--- config.mk ---
export PLATFORM = sky130hd
export DESIGN_NAME = rr_lock_arbiter_flat
export DESIGN_NICKNAME = d
export VERILOG_FILES = /design/src/rtl/rr_lock_arbiter_if.sv /design/src/rtl/rr_lock_arbiter.sv /design/src/flat_wrapper.sv
export SDC_FILE = /design/constraint.sdc
export NUM_CORES = 1
export LEC_CHECK = 0
export ABC_AREA = 1
export BUFFER_PORTS_ARGS = -buffer_cell sky130_fd_sc_hd__buf_2
export CORE_MARGIN = 1.5
export CORE_UTILIZATION = 59
export DETAILED_ROUTE_END_ITERATION = 7
export GPL_TIMING_DRIVEN = 1
export PLACE_DENSITY_LB_ADDON = 0.15
export SLEW_MARGIN = 10
export SYNTH_ARGS = -nofsm -noshare
export SYNTH_HDL_FRONTEND = slang
export SYNTH_SLANG_ARGS = --single-unit
--- constraint.sdc ---
create_clock -name clk -period 2.4 [get_ports clk]
set_clock_uncertainty 0.15 [all_clocks]
set_input_delay 0.24 -clock clk [delete_from_list [all_inputs] [get_ports clk]]
set_output_delay 0.24 -clock clk [all_outputs]
set_load 0.05 [all_outputs]
--- src/rtl/rr_lock_arbiter_if.sv ---
// Request/grant bundle between a set of requesters and rr_lock_arbiter.
//   request     : per-requester request level (driven by requesters)
//   done        : current holder releases the grant (driven by requesters)
//   grant_oh    : one-hot grant, zero when nothing is granted
//   grant_idx   : encoded index of the grant_oh bit, zero when not granted
//   grant_valid : high while a grant is held
//   revoked     : one-cycle pulse following a forced (hold-limit) revoke
interface rr_lock_arbiter_if #(
  parameter int unsigned NUM_REQUESTERS = 4,
  parameter int unsigned IDX_WIDTH      = $clog2(NUM_REQUESTERS)
);

  logic [NUM_REQUESTERS-1:0] request;
  logic                      done;
  logic [NUM_REQUESTERS-1:0] grant_oh;
  logic [IDX_WIDTH-1:0]      grant_idx;
  logic                      grant_valid;
  logic                      revoked;

  // Requester side.
  modport master (
    output request,
    output done,
    input  grant_oh,
    input  grant_idx,
    input  grant_valid,
    input  revoked
  );

  // Arbiter side.
  modport slave (
    input  request,
    input  done,
    output grant_oh,
    output grant_idx,
    output grant_valid,
    output revoked
  );

endinterface

--- src/rtl/rr_lock_arbiter.sv ---
// Round-robin arbiter with grant locking for one shared multi-cycle resource.
// A winner keeps the grant until it pulses done, or until HOLD_LIMIT granted
// cycles have elapsed, in which case the grant is revoked and revoked pulses.
// All outputs are registered; there is no combinational path from request
// or done to any output.
//   clk   : single clock, rising edge
//   reset : synchronous, active-high
//   bus   : rr_lock_arbiter_if.slave (request/done in, grant_oh/grant_idx/
//           grant_valid/revoked out)
// Parameters: NUM_REQUESTERS >= 2, HOLD_LIMIT in [0, 65535] (0 = no limit).
module rr_lock_arbiter #(
  parameter int unsigned NUM_REQUESTERS = 4,
  parameter int unsigned IDX_WIDTH      = $clog2(NUM_REQUESTERS),
  parameter int unsigned HOLD_LIMIT     = 16
) (
  input  logic                clk,
  input  logic                reset,
  rr_lock_arbiter_if.slave    bus
);

  localparam int unsigned HCNT_WIDTH = 16;
  localparam logic [IDX_WIDTH-1:0]  LAST_IDX  = IDX_WIDTH'(NUM_REQUESTERS - 1);
  localparam logic [HCNT_WIDTH-1:0] LIMIT_VAL = HCNT_WIDTH'(HOLD_LIMIT);
  localparam logic [HCNT_WIDTH-1:0] HCNT_MAX  = '1;

  typedef enum logic {
    IDLE    = 1'b0,
    GRANTED = 1'b1
  } state_e;

  state_e                    state_q, state_d;
  logic [IDX_WIDTH-1:0]      ptr_q, ptr_d;
  logic [HCNT_WIDTH-1:0]     hcnt_q, hcnt_d;
  logic [NUM_REQUESTERS-1:0] grant_oh_q, grant_oh_d;
  logic [IDX_WIDTH-1:0]      grant_idx_q, grant_idx_d;
  logic                      grant_valid_q, grant_valid_d;
  logic                      revoked_q, revoked_d;

  logic [IDX_WIDTH-1:0]      pick_idx;
  logic [IDX_WIDTH-1:0]      ptr_after_holder;
  logic                      limit_hit;

  // First set request bit scanning upward from p, wrapping at N-1 to 0.
  function automatic logic [IDX_WIDTH-1:0] rr_pick(
    input logic [NUM_REQUESTERS-1:0] req,
    input logic [IDX_WIDTH-1:0]      p
  );
    logic [IDX_WIDTH-1:0] sel;
    logic [IDX_WIDTH-1:0] cand_idx;
    logic                 found;
    int unsigned          cand;
    sel   = '0;
    found = 1'b0;
    for (int unsigned i = 0; i < NUM_REQUESTERS; i++) begin
      cand     = (32'(p) + i) % NUM_REQUESTERS;
      cand_idx = IDX_WIDTH'(cand);
      if (!found && req[cand_idx]) begin
        sel   = cand_idx;
        found = 1'b1;
      end
    end
    return sel;
  endfunction

  // Round-robin choice and pointer advance past the current holder.
  always_comb begin
    pick_idx         = rr_pick(bus.request, ptr_q);
    ptr_after_holder = (grant_idx_q == LAST_IDX) ? '0
                                                 : grant_idx_q + IDX_WIDTH'(1);
    limit_hit        = (HOLD_LIMIT != 0) && (hcnt_q == LIMIT_VAL);
  end

  // State and output registers.
  always_ff @(posedge clk) begin
    if (reset) begin
      state_q       <= IDLE;
      ptr_q         <= '0;
      hcnt_q        <= '0;
      grant_oh_q    <= '0;
      grant_idx_q   <= '0;
      grant_valid_q <= 1'b0;
      revoked_q     <= 1'b0;
    end else begin
      state_q       <= state_d;
      ptr_q         <= ptr_d;
      hcnt_q        <= hcnt_d;
      grant_oh_q    <= grant_oh_d;
      grant_idx_q   <= grant_idx_d;
      grant_valid_q <= grant_valid_d;
      revoked_q     <= revoked_d;
    end
  end

  // Next-state and next-output logic.
  always_comb begin
    state_d       = state_q;
    ptr_d         = ptr_q;
    hcnt_d        = hcnt_q;
    grant_oh_d    = grant_oh_q;
    grant_idx_d   = grant_idx_q;
    grant_valid_d = grant_valid_q;
    revoked_d     = 1'b0;

    unique case (state_q)
      IDLE: begin
        grant_oh_d    = '0;
        grant_idx_d   = '0;
        grant_valid_d = 1'b0;
        // done is meaningless here and deliberately not looked at.
        if (|bus.request) begin
          state_d       = GRANTED;
          grant_idx_d   = pick_idx;
          grant_oh_d    = {{(NUM_REQUESTERS-1){1'b0}}, 1'b1} << pick_idx;
          grant_valid_d = 1'b1;
          hcnt_d        = HCNT_WIDTH'(1);
        end
      end

      GRANTED: begin
        // request is ignored while locked; only done or the limit release.
        if (bus.done || limit_hit) begin
          state_d       = IDLE;
          ptr_d         = ptr_after_holder;
          hcnt_d        = '0;
          grant_oh_d    = '0;
          grant_idx_d   = '0;
          grant_valid_d = 1'b0;
          // done in the same cycle as the limit is a normal release.
          revoked_d     = !bus.done;
        end else if (hcnt_q != HCNT_MAX) begin
          hcnt_d = hcnt_q + HCNT_WIDTH'(1);
        end
      end

      default: begin
        state_d = IDLE;
      end
    endcase
  end

  assign bus.grant_oh    = grant_oh_q;
  assign bus.grant_idx   = grant_idx_q;
  assign bus.grant_valid = grant_valid_q;
  assign bus.revoked     = revoked_q;

endmodule

--- src/flat_wrapper.sv ---
// flat-port wrapper written by rule: the top's interface ports become plain ports
module rr_lock_arbiter_flat 
#(
  parameter int unsigned NUM_REQUESTERS = 4,
  parameter int unsigned IDX_WIDTH      = $clog2(NUM_REQUESTERS),
  parameter int unsigned HOLD_LIMIT     = 16
)
  (clk, reset, bus_request, bus_done, bus_grant_oh, bus_grant_idx, bus_grant_valid, bus_revoked);
  rr_lock_arbiter_if #(.NUM_REQUESTERS(NUM_REQUESTERS), .IDX_WIDTH(IDX_WIDTH)) bus_i ();
  input  logic clk;
  input  logic reset;
  input wire logic [$bits(bus_i.request)-1:0] bus_request;
  input wire logic [$bits(bus_i.done)-1:0] bus_done;
  output wire logic [$bits(bus_i.grant_oh)-1:0] bus_grant_oh;
  output wire logic [$bits(bus_i.grant_idx)-1:0] bus_grant_idx;
  output wire logic [$bits(bus_i.grant_valid)-1:0] bus_grant_valid;
  output wire logic [$bits(bus_i.revoked)-1:0] bus_revoked;
  assign bus_i.request = bus_request;
  assign bus_i.done = bus_done;
  assign bus_grant_oh = bus_i.grant_oh;
  assign bus_grant_idx = bus_i.grant_idx;
  assign bus_grant_valid = bus_i.grant_valid;
  assign bus_revoked = bus_i.revoked;
  rr_lock_arbiter #(.NUM_REQUESTERS(NUM_REQUESTERS), .IDX_WIDTH(IDX_WIDTH), .HOLD_LIMIT(HOLD_LIMIT)) u_core (.clk(clk), .reset(reset), .bus(bus_i));
endmodule
==> results_tabular.tex <==
\begin{tabular}{lr}
\hline
Metric & Value \\
\hline
\multicolumn{2}{l}{\textbf{Synthesis}} \\
Avg Cell Area, Syn & 6.269 um\^{}2 \\
Yosys cell types & 26 \\
Most common library cells after synthesis & sky130\_fd\_sc\_hd\_\_nand2\_1 (79), sky130\_fd\_sc\_hd\_\_nor2\_1 (35), sky130\_fd\_sc\_hd\_\_inv\_1 (28), sky130\_fd\_sc\_hd\_\_dfxtp\_1 (27), sky130\_fd\_sc\_hd\_\_nand3\_1 (25) \\
Net count after synthesis & 290 \\
Register bit count reported by yosys & 27 \\
Ranking of synthesized cells by area & sky130\_fd\_sc\_hd\_\_dfxtp\_1 (31\%), sky130\_fd\_sc\_hd\_\_nand2\_1 (17\%), sky130\_fd\_sc\_hd\_\_nor2\_1 (7.5\%) \\
Sequential area share after synthesis & 30.79\% \\
Count of flip-flops with a built-in enable after synthesis & 0 \\
Number of warning messages in the yosys log & 0 \\
Leading area contributor after synthesis & sky130\_fd\_sc\_hd\_\_dfxtp\_1 \\
Proportion of netlist area held by the largest area contributor & 30.79\% \\
Gate count of the mapped netlist & 280 \\
Most instantiated library cell after synthesis & sky130\_fd\_sc\_hd\_\_nand2\_1 \\
Post-synthesis instance area & 1755 um\^{}2 \\
Main synth FF type & sky130\_fd\_sc\_hd\_\_dfxtp\_1 \\
Fraction of synthesis flops using an asynchronous set or reset pin & 0\% \\
\multicolumn{2}{l}{\textbf{Global routing}} \\
Wire length of the first global-routing pass & 7.272 mm \\
Initial antenna violation count & 0 \\
Largest net degree at the start of global routing & 20 \\
Combined global-route utilization of all metal layers & 27.72\% \\
Number of global-route vias before repair & 1,573 \\
Total congestion overflow after global routing & 0 \\
\multicolumn{2}{l}{\textbf{Detailed routing}} \\
Antenna-violating nets left & 0 \\
Iter 0 DRT Violations & 130 \\
1st-pass router iterations & 4 \\
Detailed-route wire length & 4.054 mm \\
DRC violation count after routing & 0 \\
Wire per inst & 12.44 um \\
Number of vias per cell after detailed routing & 5.525 \\
Count of vias placed by the detailed router & 1,801 \\
\multicolumn{2}{l}{\textbf{Worst setup path}} \\
Reg2Reg Launch Point & u\_core.hcnt\_q[0] \\
Terminus of the critical flop-to-flop path & u\_core.hcnt\_q[5] \\
Arrival time at the worst endpoint & 2.07 ns \\
Kind of start point of the critical path & flop \\
Endpoint type of the worst setup path & flop \\
Reg2Reg Setup Slack & 0.42 ns \\
Required time of the worst setup path & 2.50 ns \\
Cell count of the worst reg-to-reg path & 10 \\
Highest net fanout along the worst path & 16 \\
Critical path start-end classification & reg -> reg \\
\multicolumn{2}{l}{\textbf{Die}} \\
\# IOs & 15 \\
Die width & 57.55 um \\
Placement Rows & 19 \\
Area of the die & 3311 um\^{}2 \\
Core footprint & 2781 um\^{}2 \\
Starting density of the core & 63.11\% \\
Die extent in y & 57.55 um \\
\multicolumn{2}{l}{\textbf{Power}} \\
Switching fraction of total power & 35.71\% \\
Internal power component & 0.6000 mW \\
Areal power density over the cells & 491.4 nW/um\^{}2 \\
Worst voltage drop across the vdd grid & 0.5007 mV \\
Total power of the final layout & 0.9333 mW \\
Switching power & 0.3332 mW \\
Leakage power & 0.8301 nW \\
Part of the total power dissipated in the clock network & 21.9\% \\
Sequential fraction of design power & 51.5\% \\
Combinational fraction of design power & 26.5\% \\
\multicolumn{2}{l}{\textbf{Place}} \\
Post-DP HPWL & 3.064 mm \\
Area after detailed placement & 1862 um\^{}2 \\
Routability congestion estimate from global placement & 0.9228 \\
Dpl ws & 0.4416 ns \\
Buffers added on ports & 14 \\
\multicolumn{2}{l}{\textbf{Clocking}} \\
CTS tree & built \\
Clock Pin Slew Worst Setup and Hold Paths & 0.15 ns \\
\# clock sinks & 27 \\
Clock buffers created by TritonCTS & 3 \\
Buffer depth of the longest clock path & 2 \\
Clock root cell & sky130\_fd\_sc\_hd\_\_clkbuf\_4 \\
Clock network latency to the later pin of the worst-skew pair & 0.33 ns \\
Depth of the CTS H-tree & 1 \\
Post-cts gate resize count & 0 \\
\multicolumn{2}{l}{\textbf{Finish}} \\
Final core occ & 68.29\% \\
Share of layout cells above drive strength 1 & 10.17\% \\
Net count of the finished layout & 306 \\
Fill cell total of the finished layout & 259 \\
Finished layout cell area & 1899 um\^{}2 \\
Layout overhead on the synthesized area & 8.197\% \\
Inserted Diodes & 0 \\
\multicolumn{2}{l}{\textbf{STA}} \\
Number of max-slew violations in the final report & 0 \\
Fin crit share & 82.46\% \\
Worst-margin pin slew & 0.4706 ns \\
Setup repair after global routing missed its margin & no \\
Peak clock frequency supported by timing & 505.3 MHz \\
Tmin final & 1.979 ns \\
Worst path setup slack after routing & 0.4209 ns \\
Final Hold Violating Endpoints & 0 \\
Max-Slew Margin vs Limit & 68.55\% \\
Count of final setup violators & 0 \\
Post-route setup TNS & 0 ns \\
\multicolumn{2}{l}{\textbf{Run status}} \\
Run status & complete, no violations \\
\multicolumn{2}{l}{\textbf{Min path}} \\
WHS Path Cells & 2 \\
Critical hold path startpoint & reset \\
Worst hold-check path type & in -> reg \\
Hold Crit Endpoint & u\_core.bus.grant\_oh[0] \\
\multicolumn{2}{l}{\textbf{Run}} \\
Number of max-cap violations & 0 \\
\hline
\end{tabular}
area by class of cell:
| class | count | area (um^2) | share of cell area [%] |
|---|---|---|---|
| Inverter | 28 | 105.1 | 5.534 |
| Timing Repair Buffer | 21 | 125.1 | 6.588 |
| Sequential cell | 27 | 540.5 | 28.46 |
| Multi-Input combinational cell | 215 | 1062 | 55.93 |
| Clock inverter | 1 | 5.005 | 0.2635 |
| Clock buffer | 3 | 22.52 | 1.186 |
| Tap cell | 31 | 38.79 | 2.042 |
per-layer routing:
| layer | share of wire [%] | track usage (%) | up-vias |
|---|---|---|---|
| met1 | 49 | 44.46 | 796 |
| met2 | 43 | 39.94 | 52 |
| met5 | 0 | 0 | - |
| li1 | - | - | 951 |
| met3 | 7.3 | 3.401 | 2 |
| met4 | 0.59 | 4.983 | 0 |
cell families after synthesis:
| kind of cell | after synthesis | share of synthesized area (%) |
|---|---|---|
| xor+xnor | 8 | 3.992 |
| buf+inv | 38 | 8.695 |
| fa+ha+maj | 3 | 2.139 |
| compound gates | 31 | 10.19 |
| flops | 27 | 30.79 |
| simple gates | 173 | 44.19 |
worst max path at each step:
stage	start	end	slack (ns)	cells after the start
after floorplan	u_core.hcnt_q[0]	u_core.hcnt_q[2]	0.49	9
after global placement	u_core.hcnt_q[0]	u_core.hcnt_q[5]	0.51	10
after detailed placement	u_core.hcnt_q[0]	u_core.hcnt_q[5]	0.44	10
after CTS	u_core.hcnt_q[0]	u_core.hcnt_q[0]	0.43	8
after global routing	u_core.hcnt_q[0]	u_core.hcnt_q[5]	0.24	10
final	u_core.hcnt_q[0]	u_core.hcnt_q[5]	0.42	10
cells in the final DEF, fill, tap and decap left out:
| cell type | n |
|---|---|
| sky130_fd_sc_hd__xnor2_1 | 2 |
| sky130_fd_sc_hd__nand3_1 | 25 |
| sky130_fd_sc_hd__nor2_1 | 35 |
| sky130_fd_sc_hd__clkinv_2 | 1 |
| sky130_fd_sc_hd__ha_1 | 3 |
| sky130_fd_sc_hd__dlygate4sd3_1 | 1 |
| sky130_fd_sc_hd__inv_1 | 28 |
| sky130_fd_sc_hd__nand4_1 | 18 |
| sky130_fd_sc_hd__buf_4 | 6 |
| sky130_fd_sc_hd__a31oi_1 | 1 |
| sky130_fd_sc_hd__a31o_2 | 1 |
| sky130_fd_sc_hd__clkbuf_4 | 3 |
| sky130_fd_sc_hd__a21oi_1 | 20 |
| sky130_fd_sc_hd__nand3_4 | 1 |
| sky130_fd_sc_hd__o21ai_4 | 1 |
| sky130_fd_sc_hd__nand2_2 | 1 |
| sky130_fd_sc_hd__buf_2 | 14 |
| sky130_fd_sc_hd__o21ai_0 | 5 |
| sky130_fd_sc_hd__nand2_1 | 79 |
| sky130_fd_sc_hd__nor2_2 | 1 |
| sky130_fd_sc_hd__nor3_1 | 10 |
| sky130_fd_sc_hd__o21a_1 | 3 |
| sky130_fd_sc_hd__and3_1 | 1 |
| sky130_fd_sc_hd__xor2_1 | 6 |
| sky130_fd_sc_hd__nor3_4 | 1 |
| sky130_fd_sc_hd__nand3b_1 | 1 |
| sky130_fd_sc_hd__dfxtp_1 | 27 |
worst max-delay path, stage by stage, from the launching register on:
cell and delay (ns):
sky130_fd_sc_hd__dfxtp_1 0.44, sky130_fd_sc_hd__ha_1 0.26, sky130_fd_sc_hd__nand3_1 0.11, sky130_fd_sc_hd__nor2_2 0.16, sky130_fd_sc_hd__nand3b_1 0.14, sky130_fd_sc_hd__o21ai_4 0.17
sky130_fd_sc_hd__nand3_4 0.19, sky130_fd_sc_hd__nand2_1 0.14, sky130_fd_sc_hd__nand2_1 0.05, sky130_fd_sc_hd__nand2_1 0.06, sky130_fd_sc_hd__nor2_1 0.04
sequential cells by signal, indices dropped and copies added, names as in the netlist:
register and count:
u_core.bus.grant_idx 2, u_core.bus.grant_oh 4, u_core.bus.grant_valid 1, u_core.bus.revoked 1
u_core.hcnt_q 16, u_core.ptr_q 2, u_core.state_q 1
power groups by stage:
stage          logic, mW  registers (mW)  clock network (mW)
6_report           0.248           0.481               0.205
4_1_cts            0.247           0.481               0.205
3_5_place_dp       0.244           0.491                   0
5_1_grt            0.281           0.484               0.223
3_3_place_gp       0.242           0.490                   0
2_1_floorplan      0.147           0.533                   0
what timing repair did:
action                                 4_1_cts  5_1_grt
endpoints found under the hold margin        1        0
hold buffers                                 1        0
setup buffers                                0        0
stage by stage:
step           std cells  hold slack (ns)
2_1_floorplan        280           0.1693
3_3_place_gp         321           0.2854
3_5_place_dp         321           0.2761
4_1_cts              326           0.1262
5_1_grt              326           0.1253
6_report             326           0.1240
Power figures use the tool's default switching activity.
